File: src/rtl/dmem_arbiter.sv
// rtl/dmem_arbiter.sv - data-memory port arbiter between the core load/store path and a host burst port
// Optional starvation guard: define DMEM_ARB_STARVE_GUARD_EN.
`timescale 1ns/1ps

module dmem_arbiter #(
    parameter int DATA_W    = 32,
    parameter int MAX_WAIT  = 8,
    parameter int MAX_BURST = 16
) (
    input  logic              clk,
    input  logic              reset,
    input  logic              core_req,
    input  logic              core_we,
    input  logic [DATA_W-1:0] core_addr,
    input  logic [DATA_W-1:0] core_wdata,
    output logic [DATA_W-1:0] core_rdata,
    output logic              core_stall,
    input  logic              host_req,
    input  logic              host_we,
    input  logic [DATA_W-1:0] host_addr,
    input  logic [DATA_W-1:0] host_wdata,
    input  logic              host_last,
    output logic              host_gnt,
    output logic [DATA_W-1:0] host_rdata,
    output logic              host_rvalid,
    output logic              mem_we,
    output logic [DATA_W-1:0] mem_addr,
    output logic [DATA_W-1:0] mem_wd,
    input  logic [DATA_W-1:0] mem_rd
);

    typedef enum logic {
        ST_CORE = 1'b0,
        ST_HOST = 1'b1
    } state_t;

    // Out-of-range counter limits would silently break the 8-bit counters.
    if (MAX_WAIT < 1 || MAX_WAIT > 255 || MAX_BURST < 1 || MAX_BURST > 255) begin : g_param_check
        $error("dmem_arbiter: MAX_WAIT and MAX_BURST must be within 1..255");
    end

    state_t     state, state_nxt;
    logic [7:0] beat_cnt, beat_cnt_nxt;
    logic       host_acc;
    logic       burst_done;
    logic       starved;
    logic       host_take;

    assign host_acc   = (state == ST_HOST) && host_req;
    assign burst_done = host_acc && (host_last || (beat_cnt == 8'(MAX_BURST - 1)));
    assign host_take  = host_req && (!core_req || starved);
    assign core_rdata = mem_rd;

`ifdef DMEM_ARB_STARVE_GUARD_EN
    logic [7:0] wait_cnt, wait_cnt_nxt;

    assign starved = (wait_cnt == 8'(MAX_WAIT));

    always_comb begin
        wait_cnt_nxt = 8'd0;
        if (state == ST_CORE && host_req && !host_take && !starved) begin
            wait_cnt_nxt = wait_cnt + 8'd1;
        end else if (state == ST_CORE && host_req && !host_take) begin
            wait_cnt_nxt = wait_cnt;
        end
    end

    always_ff @(posedge clk or posedge reset) begin
        if (reset) begin
            wait_cnt <= 8'd0;
        end else begin
            wait_cnt <= wait_cnt_nxt;
        end
    end
`else
    assign starved = 1'b0;
`endif

    always_ff @(posedge clk or posedge reset) begin
        if (reset) begin
            state    <= ST_CORE;
            beat_cnt <= 8'd0;
        end else begin
            state    <= state_nxt;
            beat_cnt <= beat_cnt_nxt;
        end
    end

    always_comb begin
        state_nxt    = state;
        beat_cnt_nxt = 8'd0;
        mem_addr     = core_addr;
        mem_wd       = core_wdata;
        mem_we       = core_req && core_we;
        core_stall   = 1'b0;
        host_gnt     = 1'b0;
        case (state)
            ST_CORE: begin
                if (host_take) begin
                    state_nxt = ST_HOST;
                end
            end
            ST_HOST: begin
                mem_addr   = host_addr;
                mem_wd     = host_wdata;
                mem_we     = host_req && host_we;
                core_stall = core_req;
                host_gnt   = 1'b1;
                // Release on last beat, burst cap, or an abandoned burst.
                if (!host_req || burst_done) begin
                    state_nxt = ST_CORE;
                end else begin
                    beat_cnt_nxt = beat_cnt + 8'd1;
                end
            end
            default: state_nxt = ST_CORE;
        endcase
    end

    always_ff @(posedge clk or posedge reset) begin
        if (reset) begin
            host_rdata  <= '0;
            host_rvalid <= 1'b0;
        end else begin
            host_rvalid <= host_acc && !host_we;
            if (host_acc && !host_we) begin
                host_rdata <= mem_rd;
            end
        end
    end

endmodule

File: config.mk
export PLATFORM = sky130hd
export DESIGN_NAME = dmem_arbiter
export DESIGN_NICKNAME = d
export VERILOG_FILES = /design/src/rtl/dmem_arbiter.sv
export SDC_FILE = /design/constraint.sdc
export NUM_CORES = 1
export LEC_CHECK = 0
export BUFFER_PORTS_ARGS = -buffer_cell sky130_fd_sc_hd__buf_2
export CORE_AREA = 2 2 115 117
export DETAILED_ROUTE_END_ITERATION = 7
export DIE_AREA = 0 0 117 119
export HOLD_SLACK_MARGIN = 0.12
export SLEW_MARGIN = 20
export SYNTH_ARGS = -nofsm -noshare
export SYNTH_HDL_FRONTEND = slang
export SYNTH_SLANG_ARGS = --single-unit
File: constraint.sdc
create_clock -name clk -period 1.2 [get_ports clk]
set_input_delay 0.18 -clock clk [delete_from_list [all_inputs] [get_ports clk]]
set_output_delay 0.18 -clock clk [all_outputs]
set_load 0.1 [all_outputs]
* Yosys cells after proc, flatten, opt, wreduce, memory -nomap -nowiden *
Index checks and enable logic that the tools add are counted.

word-level totals
  bits in registers = 42
  latch bits = 0
  RAM bits = 0
  bits in read-only memories = 0
  bits of input ports = 167
  output and inout bits = 132
  word-level logic and storage cells = 28
  memories kept = 0

operators by class
  add/sub/neg operators = 1
  $mul = 0
  div/mod/pow operators = 0
  order comparisons = 0
  eq/ne operators = 1
  shift-type cells = 0
  mux-type cells = 10
  bitwise operators = 1
  reductions and logical operators = 11

operator list
  operator               number
  $mux W32               2
  $mux W8                2
  $add A8 B1 Y8 const B  1
  $eq A8 B4 Y1 const B   1
  $logic_and A1 B1 Y1    6
  $mux W1                5
  $logic_not A1 Y1       3
  $logic_or A1 B1 Y1     2
  $pmux W1 S2            1
  $not A1 Y1             1

* Depth between registers and ports, before layout *
Gate-level depths: netlist of run 1.

  word-level depth = 6
  mapped depth = 5
  gate-level depth less buffers = 4

* Worst setup path after synthesis of run 1 *
Ideal clock, no wire load.

  path type = reg2out
  from = reg state
  to = out mem_we
  arrival = 3,468 ps
  data required time = 1,020 ps
  slack = -2,448 ps
  stages on the path, launching flop included = 5
  buffers on the path = 3
  path through = dfrtp_1 -> buf_4 -> buf_6 -> buf_4 -> o21ai_0

on the way
  word-level cells in the longest chain between the ends = 1

ends and longest elaborated chain
  element                 RTL line  text
  from (decl)             42        state_t state, state_nxt;
  from (signal assigned)  84        state <= state_nxt;
  $mux W1                 97        case (state)
  to (decl)               26        output logic mem_we,

Every way passes these cells.

* Worst setup path in the final report of run 1 *
  from = reg state
  to = out mem_wd[19]

on the way
  word-level cells in the longest chain between the ends = 1

ends and longest elaborated chain
  element    RTL line  text
  $mux W32   97
  to (decl)  28        output logic [DATA_W-1:0] mem_wd,

Every way passes these cells.

==> metrics.md, run 1 <==
| Metric | Value |
|---|---|
| CP bufs+invs | `3` |
| Syn nets | `389` |
| Largest driver fanout on the critical path | `7` |
| Via count of the first global-routing pass | `3194` |
| Routed length per placed instance | `16.43 microns` |
| Combined area of all synthesized cells | `2713 sq um` |
| Worst Path Class, Setup | `reg -> out` |
| Post-Synthesis Cells | `221` |
| Number of CTS-inserted buffers | `5` |
| Internal reg-to-reg setup slack | `-0.29 ns` |
| Final count of pins violating max slew | `0` |
| Wire length of the first global-routing pass | `16690 microns` |
| Floorplan Core Area | `12870 sq um` |
| Placer congestion estimate | `0.7244` |
| Max-Slew Margin vs Limit | `67.69%` |
| Cells traversed along the worst timing path | `buf_6, buf_16, mux2_4, buf_12` |
| Global route overflow | `0` |
| Reg2Reg Depth | `5` |
| Launch point of the worst path | `state` |
| Detailed router's first-iteration violation count | `91` |
| Cell types occupying the most area after synthesis | `dfrtp_1 39%, mux2_2 27%, mux2_1 12%` |
| Critical Path End Type | `output port` |
| Result of the run | `complete, but fails checks` |
| Antenna Diode Count | `0` |
| Worst-skew pair later-pin latency | `0.28 ns` |
| Worst VDD drop | `1246 uV` |
| Design Power | `11.69 mW` |
| Async set or reset register ratio after synthesis | `100.0%` |
| Row Count | `42` |
| Number of flops mapped to enable cells by yosys | `0` |
| Share of the clock period used by the worst path | `147.1%` |
| Pin count of the biggest net entering global routing | `34` |
| Worst-case clock skew | `0.003843 ns` |
| Most used flip-flop cell after synthesis | `dfrtp_1` |
| Highest-delay cell along the critical path | `dfrtp_4` |
| CTS tree | `done` |
| Post-layout worst setup margin | `-0.5655 ns` |
| Residual antenna-violating net count after detailed routing | `0` |
| YS warnings | `0` |
| Worst flop-to-flop path startpoint | `state` |
| Post-synthesis average cell area | `12.27 sq um` |
| RR Endpoint | `host_rdata[18]` |
| Count of H-tree levels built during CTS | `2` |
| Start point of the worst hold path | `mem_rd[4]` |
| CTS clock-pin slew for the worst setup and hold paths | `0.06 ns` |
| I/O pins | `299` |
| Number of port buffers | `298` |
| Detail Placement HPWL | `9311 microns` |
| Post-synth top area cell | `dfrtp_1` |
| Antenna violations before repair | `0` |
| Worst Tran Pin Value | `0.4879 ns` |
| Violations in the final reports | `setup timing` |
| Critical path data arrival time | `1.59 ns` |
| Dominant delay contributor by cell family on the critical path | `flip-flops` |
| Critical path depth in cells | `4` |
| Kind of start point of the critical path | `flop` |
| Setup-violating endpoint count in the final report | `108` |
| Class of the most critical hold timing path | `in -> reg` |
| Max Root-Sink Buffers | `2` |
| Number of synthesized register bits | `42` |
| Vias per Instance | `4.155` |
| Crit path largest cell delay | `0.51 ns` |
| Sum of negative setup slack | `-44.35 ns` |
| Routed via count | `2896` |
| Final critical path time including I/O delays and setup | `1.765 ns` |
| Share of final-layout standard cells stronger than drive strength 1 | `87.91%` |
| Yosys cell types | `26` |
| Proportion of synthesized chip area in sequential cells | `38.75%` |
| Die span in x | `117 microns` |
| Detailed-router iteration count before antenna repair | `4` |
| RSZ-0062 raised after global routing | `yes` |
| Die Footprint | `13920 sq um` |
| Drt drc | `0` |
| Count of endpoints failing hold in the final timing report | `0` |
| Root cell of the clock tree | `clkbuf_16` |
| Number of sinks on the clock net | `42` |
| Critical path data required time | `1.02 ns` |
| # Max-Cap Violations | `0` |
| Post-detailed-routing wire length | `11450 microns` |
| Height of the die | `119 microns` |
| Layout overhead on the synthesized area | `147.6%` |
| Fmax | `566.4 MHz` |
| Starting utilization of the core area | `21.07%` |
| Proportion of netlist area held by the largest area contributor | `38.75%` |
| Leakage | `3.393 nW` |
| Last element of the critical path | `mem_wd[19]` |
| Nets@finish | `688` |
| Cell Pwr Density | `1740 nW/um^2` |
| Gr usage total | `15.49%` |
==> worst min-delay path by stage <==
stage | cells after the start | endpoint
6_report | 2 | host_rdata[4]
5_1_grt | 2 | host_rdata[24]
4_1_cts | 2 | host_rdata[4]
3_5_place_dp | 2 | beat_cnt[4]
3_3_place_gp | 2 | beat_cnt[4]
2_1_floorplan | 1 | state
==> cells in the mapped netlist, types with 3 or more instances <==
cell,count
buf_6,5
mux2_1,30
nand3_1,3
nand2_1,3
mux2_2,66
buf_4,34
nor2_1,3
o21ai_0,4
or3_1,4
inv_1,5
a21oi_1,3
dfrtp_1,42
buf_2,4
==> cell usage in the layout, fill, tap and decap left out, drive strengths merged <==
cell and instances:
clkinvlp 2, a21oi 4, inv 5, a221o 1, bufinv 1, or3 4, dfrtp 42, nor4 1
clkbuf 6, a41o 1, nand4 2, ha 1, xnor2 1, o21ai 5, dlygate4sd3 2, nand3 3
a31oi 1, nand2 3, buf 332, mux2 96, nor2 3, and2 1, nand2b 2, nand3b 2
==> worst reg2reg max path, cell delays in order, from the launching register on <==
cell	delay, ns
dfrtp_4	0.51
buf_6	0.16
nand3b_4	0.13
buf_6	0.13
buf_16	0.14
mux2_4	0.30
==> report_power, final <==
group          switching [mW]  internal [mW]  total, mW
Combinational            5.04           3.04       8.08
Sequential              0.357           1.72       2.08
Clock                   0.545          0.980       1.53
==> per-layer routing <==
layer  vias to the layer above  track usage [%]  share of wire [%]
met5                         -                0                  0
met4                         0            5.441                2.6
met3                        16            3.104                6.6
met2                       142            29.19                 55
met1                      1386            16.77                 35
li1                       1352                -                  -
==> registers in the layout (all words and copies together), names as in the netlist <==
| signal | cells |
|---|---|
| beat_cnt | 8 |
| host_rdata | 32 |
| state | 1 |
| host_rvalid | 1 |
==> area by class of cell <==
class | instances | area, sq um
multi-input combinational | 131 | 1689
inverter | 5 | 18.77
timing repair buffer | 335 | 3563
clock inverter | 3 | 45.04
clock buffer | 5 | 125.1
sequential | 42 | 1056
fill | 1084 | 6157
tap | 176 | 220.2
==> per-stage QoR <==
step	hold WS (ns)	utilization [%]	cells	worst slack, ns	instance area, sq um
floorplan	0.2669	-	221	-0.5889	3058
global placement	0.1186	47.73	670	-0.2303	6145
detailed placement	0.1264	47.73	670	-0.2662	6145
CTS	0.1336	51.57	695	-0.5665	6640
global route	0.1375	52.18	697	-0.5936	6718
finish	0.1406	52.18	697	-0.5655	6718
==> logic make-up (layout without fill, tap and decap cells) <==
| family | after synthesis | after routing | share of synthesized area, % |
|---|---|---|---|
| buffers and inverters | 48 | 348 | 12.91 |
| muxes | 96 | 96 | 39.85 |
| and+or+nand+nor | 21 | 21 | 4.935 |
| xor gates and xnor gates | 1 | 1 | 0.3229 |
| AOI/OAI and AO/OA | 12 | 12 | 2.767 |
| DFF | 42 | 42 | 38.75 |
| adders and majority gates | 1 | 1 | 0.4612 |
==> what timing repair did <==
item,in CTS,in global routing
endpoints found under the setup margin,106,109
endpoints found under the hold margin,24,0
gates cloned,6,1
resized for setup,20,14
pin swaps,3,2
hold buffers,2,0
buffers inserted,10,2
Note: power is estimated with default switching activity, not from simulation.
==> inputs of run 2 (changes only) <==
--- a/config.mk
+++ b/config.mk
@@ -5,10 +5,12 @@
 export SDC_FILE = /design/constraint.sdc
 export NUM_CORES = 1
 export LEC_CHECK = 0
+export ABC_AREA = 1
 export BUFFER_PORTS_ARGS = -buffer_cell sky130_fd_sc_hd__buf_2
 export CORE_AREA = 2 2 115 117
 export DETAILED_ROUTE_END_ITERATION = 7
 export DIE_AREA = 0 0 117 119
+export GPL_TIMING_DRIVEN = 1
 export HOLD_SLACK_MARGIN = 0.12
 export SLEW_MARGIN = 20
 export SYNTH_ARGS = -nofsm -noshare
==> metrics.md, run 2 <==
| Metric | Value |
|---|---|
| Worst setup timing slack at the placement stage | `-0.2526 ns` |
| Share of power burned in registers | `16.4%` |
| Reg2Reg Depth | `9` |
| Via count of the first global-routing pass | `4364` |
| Placed inst area | `6992 sq um` |
| Height of the die | `119 microns` |
| Combined area of all synthesized cells | `2723 sq um` |
| Detailed route wirelength on metal3 | `1565 microns` |
| Proportion of netlist area held by the largest area contributor | `40.95%` |
| Switching pwr | `6.723 mW` |
| Crit path largest cell delay | `0.53 ns` |
| Kind of start point of the critical path | `flop` |
| CTS clock-pin slew for the worst setup and hold paths | `0.06 ns` |
| Register with the most flip-flops | `host_rdata` |
| Critical path data arrival time | `1.55 ns` |
| Design Power | `12.24 mW` |
| Highest-count cells in the layout ignoring fill and taps | `191 x buf_2, 117 x buf_12, 89 x nand2_2, 82 x nand2_8, 77 x nand2_1` |
| Root cell of the clock tree | `clkbuf_16` |
| Max Root-Sink Buffers | `2` |
| Cells traversed along the worst timing path | `buf_12, buf_12, nand2_1, nand2_8, buf_12` |
| Die span in x | `117 microns` |
| Highest-delay cell along the critical path | `dfrtp_4` |
| Detailed router's first-iteration violation count | `118` |
| Die Footprint | `13920 sq um` |
| Number of synthesized register bits | `42` |
| Most used flip-flop cell after synthesis | `dfrtp_1` |
| Worst-skew pair later-pin latency | `0.29 ns` |
| Relative contribution of the clock network to total power | `10.5%` |
| Yosys cell types | `17` |
| Drt drc | `0` |
| Worst-case clock skew | `0.003209 ns` |
| Internal power component | `5.515 mW` |
| Final count of pins violating max slew | `0` |
| Top post-synthesis cells by count | `297 x nand2_1, 42 x dfrtp_1, 35 x buf_4, 15 x nor2_1, 14 x buf_2` |
| CTS tree | `done` |
| Antenna Diode Count | `0` |
| Number of port buffers | `298` |
| Finished layout cell area | `8743 sq um` |
| Final cell count without fillers | `922` |
| Routed via count | `4092` |
| Class of the most critical hold timing path | `in -> reg` |
| Row Count | `42` |
| Vias per Instance | `4.438` |
| I/O pins | `299` |
| Largest driver fanout on the critical path | `15` |
| Proportion of synthesized chip area in sequential cells | `38.60%` |
| Worst Tran Pin Value | `0.4976 ns` |
| Placer congestion estimate | `0.8459` |
| Cell Pwr Density | `1400 nW/um^2` |
| Routed length per placed instance | `17.49 microns` |
| Floorplan Core Area | `12870 sq um` |
| YS warnings | `0` |
| RSZ-0062 raised after global routing | `yes` |
| Detail Placement HPWL | `10930 microns` |
| Detailed-router iteration count before antenna repair | `5` |
| Combinational cell fraction of total power | `73.1%` |
| Post-detailed-routing wire length | `16130 microns` |
| Post-layout worst setup margin | `-0.5303 ns` |
| Result of the run | `complete, but fails checks` |
| Wire length of the first global-routing pass | `23140 microns` |
| Share of the clock period used by the worst path | `144.2%` |
| Net switching fraction of the power | `54.93%` |
| Post-synthesis average cell area | `6.259 sq um` |
| Flip-flop count of the largest register after layout | `32` |
| Syn nets | `603` |
| Met1 wire length | `5316 microns` |
| Worst VDD drop | `1563 uV` |
| Commonest non-fill, non-tap cell in the layout | `buf_2` |
| Pin count of the biggest net entering global routing | `40` |
| Residual antenna-violating net count after detailed routing | `0` |
| Critical path depth in cells | `5` |
| Number of flops mapped to enable cells by yosys | `0` |
| Core utilization of the finished layout | `67.91%` |
| Placed Instances | `874` |
| Async set or reset register ratio after synthesis | `100.0%` |
| Gr usage total | `21.80%` |
| Leakage | `4.252 nW` |
| Wire length on met2 | `8608 microns` |
| Layout overhead on the synthesized area | `221.1%` |
| Post-synth top area cell | `nand2_1` |
| Nets@finish | `914` |
| Largest registers | `host_rdata x32, beat_cnt x8` |
| Critical path data required time | `1.02 ns` |
| Dominant delay contributor by cell family on the critical path | `flip-flops` |
| Count of endpoints failing hold in the final timing report | `0` |
| Highest routed layer | `met5` |
| Number of CTS-inserted buffers | `5` |
| Fmax | `577.9 MHz` |
| CP bufs+invs | `3` |
| Number of cells traversed by the worst hold path | `3` |
| Share of final-layout standard cells stronger than drive strength 1 | `78.42%` |
| Number of sinks on the clock net | `42` |
| Violations in the final reports | `setup timing` |
| Starting utilization of the core area | `21.15%` |
| Antenna violations before repair | `2` |
| Max-Slew Margin vs Limit | `67.05%` |
| Worst Path Class, Setup | `reg -> out` |
| Final critical path time including I/O delays and setup | `1.730 ns` |
| Setup-violating endpoint count in the final report | `109` |
| Count of H-tree levels built during CTS | `2` |
| Most instantiated library cell after synthesis | `nand2_1` |
| Cell types occupying the most area after synthesis | `nand2_1 41%, dfrtp_1 39%, buf_4 9.7%` |
| Global route overflow | `0` |
| # Max-Cap Violations | `0` |
| Critical Path End Type | `output port` |
| Post-Synthesis Cells | `435` |
| Most frequent CP cell | `buf_12` |
## run 2: cell count changes after synthesis, sizes merged, moves of 2 or more
cell and change:
o21ai -3, nand3b -2, nor2 +13, buf +6, nand2b -2, inv +4, or3 -4, nand4 -2
clkbuf +3, nand3 +5, mux2 -96, nand2 +296
## run 2: final cells by class
cell class | instances | area (sq um)
clock buffers | 5 | 125.1
clock inverters | 2 | 10.01
fillers | 891 | 4131
inverters | 9 | 61.31
multi-input cells | 332 | 3298
flip-flops and latches | 42 | 1055
well taps | 176 | 220.2
repair buffers | 352 | 3906
repair inverters | 4 | 67.56
## run 2: repair_timing
action                     in CTS  in global routing
gates resized for setup       174                115
hold endpoints to repair       59                  0
pin swaps                      15                 18
setup endpoints to repair     109                109
cloned                         10                  3
buffers inserted               11                  0
hold buffers                   18                  0
## run 2: final timing paths
kind,start,endpoint,slack [ns]
setup / recovery,state,mem_wd[9],-0.53
hold / removal,mem_rd[21],host_rdata[21],0.13
max in group asynchronous,reset,state,0.37
setup reg to reg,state,host_rdata[6],-0.32
min in group asynchronous,reset,host_rdata[4],0.35
hold reg to reg,host_rdata[19],host_rdata[19],0.54
## run 2: logic make-up (layout without fill, tap and decap cells)
logic type | after synthesis | count (layout) | synth area share [%]
DFF | 42 | 42 | 38.60
xor gates and xnor gates | 3 | 3 | 0.9652
adders and majority gates | 1 | 1 | 0.4595
buffers and inverters | 61 | 372 | 13.88
and+or+nand+nor | 323 | 323 | 45.17
AOI/OAI and AO/OA | 5 | 5 | 0.9186
## run 2: stage by stage
stage | hold slack, ns | TNS, ns
2_1_floorplan | 0.2668 | -26.47
3_3_place_gp | 0.07673 | -20.58
3_5_place_dp | 0.08543 | -21.88
4_1_cts | 0.1212 | -41.13
5_1_grt | 0.1340 | -46.69
6_report | 0.1323 | -41.98
## run 2: worst min-delay path, stage by stage
cell     delay [ns]
buf_2          0.11
nand2_4        0.05
nand2_2        0.04
## run 2: layer usage
metal | vias to the layer above | global-route usage (%)
met3 | 41 | 7.176
met1 | 1922 | 21.88
met2 | 224 | 40.61
li1 | 1901 | -
met5 | - | 0
met4 | 4 | 8.529
## run 2: power groups by stage
| stage | sequential (mW) | clock, mW | combinational, mW |
|---|---|---|---|
| final | 2.00 | 1.29 | 8.95 |
| after global placement | 1.99 | 0 | 8.13 |
| after floorplan | 3.79 | 0 | 3.43 |
| after detailed placement | 2.01 | 0 | 8.19 |
| after global routing | 2.03 | 1.37 | 9.20 |
| after CTS | 1.99 | 1.32 | 8.72 |
